**config.mk**
```make
export PLATFORM = sky130hd
export DESIGN_NAME = mpadd_seq
export DESIGN_NICKNAME = d
export VERILOG_FILES = /design/src/rtl/mpadd_seq.sv
export SDC_FILE = /design/constraint.sdc
export NUM_CORES = 1
export LEC_CHECK = 0
export CORE_MARGIN = 2
export CORE_UTILIZATION = 30
export CTS_CLUSTER_DIAMETER = 40
export DETAILED_ROUTE_END_ITERATION = 7
export PLACE_DENSITY_LB_ADDON = 0.1
export SYNTH_ARGS = -nofsm -noshare
export SYNTH_HDL_FRONTEND = slang
export SYNTH_SLANG_ARGS = --single-unit
```
**constraint.sdc**
```tcl
create_clock -name clk -period 5.55 [get_ports clk]
set_input_delay 0.555 -clock clk [delete_from_list [all_inputs] [get_ports clk]]
set_output_delay 0.555 -clock clk [all_outputs]
set_load 0.02 [all_outputs]
```
**src/rtl/mpadd_seq.sv**
```systemverilog
// mpadd_seq -- multi-precision add/subtract sequencer.
//
// Adds or subtracts two NBYTES-wide operands with a single 8-bit
// ripple-carry byte adder. One byte pair is processed per clock, LSB byte
// first, and the carry moves between bytes through a register. A one-cycle
// done pulse marks the cycle where sum/cout hold the final result.
//
// Ports:
//   clk    in   1  system clock, rising edge
//   rst    in   1  asynchronous active-high reset
//   start  in   1  begin an operation (sampled in IDLE only)
//   sub    in   1  0 = a+b, 1 = a-b (latched with start)
//   a_in   in   W  operand A (latched with start)
//   b_in   in   W  operand B (latched with start)
//   busy   out  1  operation in progress (RUN and DONE)
//   done   out  1  one-cycle pulse, sum/cout valid
//   sum    out  W  result register
//   cout   out  1  carry out of MSB byte (sub: 1 = no borrow)
module mpadd_seq #(
  parameter  int NBYTES = 4,
  localparam int W      = 8 * NBYTES
) (
  input  logic         clk,
  input  logic         rst,
  input  logic         start,
  input  logic         sub,
  input  logic [W-1:0] a_in,
  input  logic [W-1:0] b_in,
  output logic         busy,
  output logic         done,
  output logic [W-1:0] sum,
  output logic         cout
);

  // A one-bit index is kept even for NBYTES=1 so the register is never empty.
  localparam int IW = (NBYTES > 1) ? $clog2(NBYTES) : 1;

  typedef enum logic [1:0] {IDLE, RUN, DONE} state_t;

  state_t         state_q, state_d;
  logic [IW-1:0]  idx_q, idx_d;
  logic           carry_q, carry_d;
  logic           sub_q, sub_d;
  logic [W-1:0]   a_q, a_d;
  logic [W-1:0]   b_q, b_d;
  logic [W-1:0]   sum_q, sum_d;
  logic           cout_q, cout_d;
  logic           busy_q, busy_d;
  logic           done_q, done_d;

  // Byte adder operands and ripple chain.
  logic [7:0] add_a, b_raw, add_b, add_s;
  logic [8:0] add_c;

  // Select the current byte pair.
  always_comb begin
    add_a = '0;
    b_raw = '0;
    for (int i = 0; i < NBYTES; i++) begin
      if (idx_q == IW'(i)) begin
        add_a = a_q[8*i +: 8];
        b_raw = b_q[8*i +: 8];
      end
    end
  end

  // Subtract is invert-B plus carry-in 1; the carry-in comes from carry_q,
  // which is preloaded with sub at start.
  assign add_b    = b_raw ^ {8{sub_q}};
  assign add_c[0] = carry_q;

  for (genvar gi = 0; gi < 8; gi++) begin : g_fa
    assign add_s[gi]   = add_a[gi] ^ add_b[gi] ^ add_c[gi];
    assign add_c[gi+1] = (add_a[gi] & add_b[gi]) | (add_c[gi] & (add_a[gi] ^ add_b[gi]));
  end

  // Next-state logic. busy/done are computed for the next state so that the
  // outputs come straight from flops.
  always_comb begin
    state_d = state_q;
    idx_d   = idx_q;
    carry_d = carry_q;
    sub_d   = sub_q;
    a_d     = a_q;
    b_d     = b_q;
    sum_d   = sum_q;
    cout_d  = cout_q;
    busy_d  = 1'b0;
    done_d  = 1'b0;
    case (state_q)
      IDLE: begin
        if (start) begin
          a_d     = a_in;
          b_d     = b_in;
          sub_d   = sub;
          sum_d   = '0;
          carry_d = sub;
          idx_d   = '0;
          state_d = RUN;
          busy_d  = 1'b1;
        end
      end
      RUN: begin
        busy_d = 1'b1;
        for (int i = 0; i < NBYTES; i++) begin
          if (idx_q == IW'(i)) sum_d[8*i +: 8] = add_s;
        end
        carry_d = add_c[8];
        idx_d   = idx_q + IW'(1);
        if (idx_q == IW'(NBYTES - 1)) begin
          cout_d  = add_c[8];
          state_d = DONE;
          done_d  = 1'b1;
        end
      end
      DONE: begin
        state_d = IDLE;
      end
      default: begin
        state_d = IDLE;
      end
    endcase
  end

  always_ff @(posedge clk or posedge rst) begin
    if (rst) begin
      state_q <= IDLE;
      idx_q   <= '0;
      carry_q <= 1'b0;
      sub_q   <= 1'b0;
      a_q     <= '0;
      b_q     <= '0;
      sum_q   <= '0;
      cout_q  <= 1'b0;
      busy_q  <= 1'b0;
      done_q  <= 1'b0;
    end else begin
      state_q <= state_d;
      idx_q   <= idx_d;
      carry_q <= carry_d;
      sub_q   <= sub_d;
      a_q     <= a_d;
      b_q     <= b_d;
      sum_q   <= sum_d;
      cout_q  <= cout_d;
      busy_q  <= busy_d;
      done_q  <= done_d;
    end
  end

  assign busy = busy_q;
  assign done = done_q;
  assign sum  = sum_q;
  assign cout = cout_q;

endmodule

```
==> results.toml, run 1 <==
[worst_setup_path]
crit_top_cell = "fa_1"
cp-end-kind = "register"
reg2reg_from = "idx_q[0]"
crit_path_max_incr_delay_ns = 0.57
cp_max_fo = 11
worstSetupStartpointType = "register"
reg2reg_slack_ns = 0.50
cp.arrival_ns = 5.31
required_ns = 5.81
critPathBufInv = 4
crit_path_cell_trace = "inv_1 > ha_1 > nor2b_1 > buf_4 > a221oi_1 > o31ai_1 > fa_1 > fa_1 > fa_1 > fa_1 > fa_1 > inv_1 > fa_1 > fa_1 > inv_1 > fa_1 > nand2_1 > o31ai_1"
path_delay_family = "adder cells"
crit_type = "register to register"
r2r_end = "sum[31]"
slowest_stage = "fa_1"
crit_start = "idx_q[0]"
rr_worst_depth = 18

[synthesis]
ys_ff_latch = 105
yosysWarnings = 0
synth_cell_types = 34
synth_area_sq_mm = 0.00481
synth.avg_cell_area_sq_um = 9.68
syn_inst = 497
async_reset_ff_frac = 1.00
synth_ff_type = "dfrtp_1"
syn_nets = 577
synth_seq_area_share = 0.546
synth_edf_count = 0

[floorplan]
fp-row-count = 46
fp.coreArea_sq_mm = 0.0158
pin_count = 103
dieArea_sq_mm = 0.0171
die_w_um = 131
die_h_um = 131
start_util = 0.305

[sta]
worst_pin_slew_ns = 1.09
finalHoldViolations = 0
setup_ws_ns = 0.501
fmax_mhz = 198
fin_crit_ns = 5.05
relSlewSlack = 0.252
drv_slew = 0
timing.final.crit_share = 0.910
grt_setup_unrepaired = "false"
setup_viol = 0
fin_tns_setup_ns = 0
fin_skew_ns = 0.0104

[clock_network]
clk_latency_ns = 0.36
clock-root-buffer = "clkbuf_16"
htreeDepth = 3
cts_buffers = 9
ctsLongestPathBuffers = 2
clock-sinks = 105
cts_hold_buf = 0
cts_resized = 0
path_clk_slew_ns = 0.08
cts_tree = "done"
post-cts-setup-buffer-count = 0

[power]
p_leak_nw = 2.89
max-vdd-ir-drop_mv = 0.498
powerDensity_mw_per_mm2 = 715

[layout]
final_layout_size_suffix_gt1_frac = 0.0478
fin_nets = 661
antennaDiodeCount = 0
syn_to_final_growth_pct = 31.0
regArea_sq_mm = 0.00263
fillCellCount = 1599
multi_input_area_sq_mm = 0.00195

[detailed_routing]
first_iter_violations = 221
drcViolationCount = 0
drt-total-wl_um = 12900
avgViaCountPerCell = 4.62
vias = 3705
first_pass_iters = 5
wl_per_cell_um = 16.1
postRouteAntennaNets = 0

[global_route]
antenna_found_initial = 0
grt_pass1_wl_um = 20700
grt_max_degree = 64
gr-usage-all-layers = 0.162
overflow = 0
grt_pass1_vias = 3830

[worst_hold_path]
hp-start = "b_q[22]"
holdPathEnd = "b_q[22]"
hp-class = "register to register"
worstHoldPathCells = 2

[flow_run]
max-cap-violations = 0

[place]
dpl_worst_slack_ns = 0.526
io_buffers = 102
gp_congestion = 0.789
dp_hpwl_um = 9480

[run_status]
status = "finished clean"
[sequential cells by signal, summed over array words and instances, names as in the netlist]
register  flops
a_q          32
b_q          32
sum          32
idx_q         2
state_q       2
busy          1
carry_q       1
cout          1
done          1
sub_q         1
[logic make-up after synthesis]
family	count (synthesis)	share of synthesized area
adders and majority gates	12	0.0437
AOI/OAI and AO/OA	88	0.137
buffers and inverters	52	0.0489
muxes	2	0.00442
DFF	105	0.546
xor gates and xnor gates	8	0.0146
and+or+nand+nor	230	0.205
[worst reg2reg max path: stages, from the launching register on]
cell	delay [ns]
dfrtp_1	0.42
inv_1	0.09
ha_1	0.35
nor2b_1	0.19
buf_4	0.16
a221oi_1	0.30
o31ai_1	0.15
fa_1	0.42
fa_1	0.39
fa_1	0.39
fa_1	0.39
fa_1	0.37
inv_1	0.07
fa_1	0.20
fa_1	0.18
inv_1	0.05
fa_1	0.57
nand2_1	0.07
o31ai_1	0.20
[final cells by class]
class	count	share of cell area
sequential	105	0.417
multi-input combinational	340	0.309
timing repair buffer	110	0.171
tap	216	0.0429
clock buffer	10	0.0379
clock inverter	6	0.0125
inverter	15	0.00933
[report_power, final]
group | total [mW] | switching (mW) | internal, mW
clock network | 0.683 | 0.309 | 0.374
registers | 1.35 | 0.237 | 1.11
logic | 2.47 | 1.47 | 1.00
[metal layers]
metal / wire, um / part of all wire / GRT usage
met5: 0 / 0 / 0
met4: 140 / 0.011 / 0.0582
met3: 559 / 0.043 / 0.0277
met2: 6140 / 0.48 / 0.258
met1: 6080 / 0.47 / 0.223
[how the worst max path moves through the flow]
| stage | to | slack [ns] | cells past startpoint |
|---|---|---|---|
| 3_3_place_gp | sum[31] | 0.70 | 18 |
| 5_1_grt | sum[31] | 0.21 | 18 |
| 4_1_cts | sum[31] | 0.52 | 18 |
| 3_5_place_dp | sum[31] | 0.53 | 18 |
| 6_report | sum[31] | 0.50 | 18 |
| 2_1_floorplan | sum[31] | 0.94 | 19 |
[per-stage QoR]
| stage | util | std cells | hold slack (ns) | cell area (sq um) | power, mW |
|---|---|---|---|---|---|
| final | 0.400 | 802 | 0.475 | 6310 | 4.51 |
| after global routing | 0.400 | 802 | 0.498 | 6310 | 4.85 |
| after CTS | 0.400 | 802 | 0.481 | 6310 | 4.58 |
| after detailed placement | 0.380 | 786 | 0.464 | 5990 | 3.88 |
| after floorplan | - | 497 | 0.445 | 4810 | 2.93 |
| after global placement | 0.380 | 786 | 0.467 | 5990 | 3.85 |
[Yosys cell counts, drive strengths merged, types with 8 or more instances]
master,n,share of area
fa,8,0.033
a221oi,14,0.025
o21ai,20,0.021
nand3b,8,0.012
dfrtp,105,0.55
inv,15,0.012
nor3b,9,0.016
o31ai,13,0.020
buf,17,0.022
nand2,193,0.15
a211oi,8,0.012
clkbuf,20,0.016
a22o,18,0.033
nor2b,8,0.010
[layout by cell type (no fill, tap or decap), types with 8 or more instances in the layout]
cell,instances
o31ai_1,13
o21ai_0,20
a22o_1,18
inv_1,14
a221oi_1,14
clkbuf_16,9
nand3b_1,8
nor3b_1,8
buf_4,8
dfrtp_1,105
nor2b_1,8
a211oi_1,8
clkdlybuf4s50_1,102
nand2_1,193
fa_1,8
Power figures use the tool's default switching activity.
==> inputs of run 2 (changes only) <==
--- a/config.mk
+++ b/config.mk
@@ -9,6 +9,8 @@
 export CORE_UTILIZATION = 30
 export CTS_CLUSTER_DIAMETER = 40
 export DETAILED_ROUTE_END_ITERATION = 7
+export GPL_TIMING_DRIVEN = 0
+export HOLD_SLACK_MARGIN = 0.02
 export PLACE_DENSITY_LB_ADDON = 0.1
 export SYNTH_ARGS = -nofsm -noshare
 export SYNTH_HDL_FRONTEND = slang
==> results.toml, run 2 (same netlist as run 1, synthesis figures left out) <==
[sta]
finalHoldViolations = 0
relSlewSlack = 0.608
worst_pin_slew_ns = 0.589
setup_viol = 0
timing.final.crit_share = 0.934
hold-worst-slack_ns = 0.477
fmax_mhz = 193
fin_tns_setup_ns = 0
grt_setup_unrepaired = "false"
fin_skew_ns = 0.0108
drv_slew = 0
fin_crit_ns = 5.18

[place]
io_buffers = 102
gp_congestion = 0.779
dp_hpwl_um = 10100
place_inst = 816
placed_cell_area_sq_mm = 0.00613

[layout]
final-instance-count-excl-fill = 832
layout_commonest_cell = "nand2_1"
design_area_sq_mm = 0.00642
syn_to_final_growth_pct = 33.4
final_layout_size_suffix_gt1_frac = 0.0617
antennaDiodeCount = 0
final_cell_mix = "193 x nand2_1, 105 x dfrtp_1, 102 x clkdlybuf4s50_1"
fin_nets = 691

[worst_setup_path]
crit_type = "register to register"
required_ns = 5.81
rr_worst_depth = 18
reg2reg_slack_ns = 0.37
worstSetupStartpointType = "register"
cp_max_fo = 10
reg2reg_from = "idx_q[0]"
cp.arrival_ns = 5.45
cp-end-kind = "register"
r2r_end = "sum[31]"

[clock_network]
ctsLongestPathBuffers = 2
clock-sinks = 105
htreeDepth = 3
clk_latency_ns = 0.36
clock-root-buffer = "clkbuf_16"
cts_buffers = 9
path_clk_slew_ns = 0.07
cts_tree = "done"

[worst_hold_path]
hp-class = "register to register"
holdPathEnd = "a_q[10]"
worstHoldPathCells = 2
hp-start = "a_q[10]"

[floorplan]
pin_count = 103
dieArea_sq_mm = 0.0171
die_h_um = 131
fp.coreArea_sq_mm = 0.0158
start_util = 0.305
fp-row-count = 46
die_w_um = 131

[detailed_routing]
postRouteAntennaNets = 0
avgViaCountPerCell = 4.62
first_pass_iters = 4
vias = 3841
drcViolationCount = 0
first_iter_violations = 238
drt-total-wl_um = 13900
wl_per_cell_um = 16.8

[power]
max-vdd-ir-drop_mv = 0.387
powerDensity_mw_per_mm2 = 717
finalPower_mw = 4.60
p_leak_nw = 2.94

[flow_run]
max-cap-violations = 0

[global_route]
gr-usage-all-layers = 0.172
grt_max_degree = 68
grt_pass1_wl_um = 21800
grt_pass1_vias = 3954
overflow = 0
antenna_found_initial = 0

[run_status]
status = "finished clean"
==> run 2: how the worst max path moves through the flow <==
stage | start | endpoint | slack [ns] | cells past startpoint
6_report | idx_q[0] | sum[31] | 0.37 | 18
5_1_grt | idx_q[0] | sum[31] | 0.006 | 18
4_1_cts | idx_q[1] | sum[31] | 0.20 | 19
3_5_place_dp | idx_q[1] | sum[31] | 0.23 | 19
3_3_place_gp | idx_q[1] | sum[31] | 0.32 | 19
2_1_floorplan | idx_q[1] | sum[31] | 0.94 | 19
==> run 2: metrics by stage <==
step / util / setup WS, ns
global placement: 0.387 / 0.317
global route: 0.407 / 0.00596
CTS: 0.407 / 0.205
floorplan: - / 0.944
finish: 0.407 / 0.367
detailed placement: 0.389 / 0.227
==> run 2: critical path, cell delays in order (launching register included) <==
cell      delay (ns)
dfrtp_1         0.44
ha_1            0.23
buf_4           0.17
clkbuf_2        0.19
nand3b_1        0.19
a221oi_1        0.34
xor2_1          0.17
fa_1            0.41
fa_1            0.38
fa_1            0.39
fa_1            0.38
fa_1            0.36
inv_1           0.07
fa_1            0.19
fa_1            0.16
inv_1           0.06
fa_1            0.66
nand2_1         0.09
o31ai_1         0.20
==> run 2: final cells by class <==
type	instances	area (sq um)
well taps	216	270
plain buffers	37	181
fillers	1616	9350
inverters	15	58.8
clock buffers	9	225
repair buffers	103	1050
flip-flops and latches	105	2630
clock inverters	7	53.8
multi-input cells	340	1960
==> run 2: where the power goes <==
group,leakage [nW],internal [mW],switching [mW]
clock network,0.128,0.307,0.301
logic,1.49,1.05,1.64
registers,1.32,1.11,0.195
total,2.94,2.47,2.13
==> run 2: repair_timing <==
item,4_1_cts,5_1_grt
setup buffers,0,0
setup endpoints to repair,0,1
hold buffers,0,0
resized for setup,0,5
==> run 2: per-layer routing <==
layer | routed length (um) | GRT usage
met1 | 6700 | 0.243
met2 | 6440 | 0.270
met3 | 678 | 0.0415
met4 | 125 | 0.0375
met5 | 0 | 0
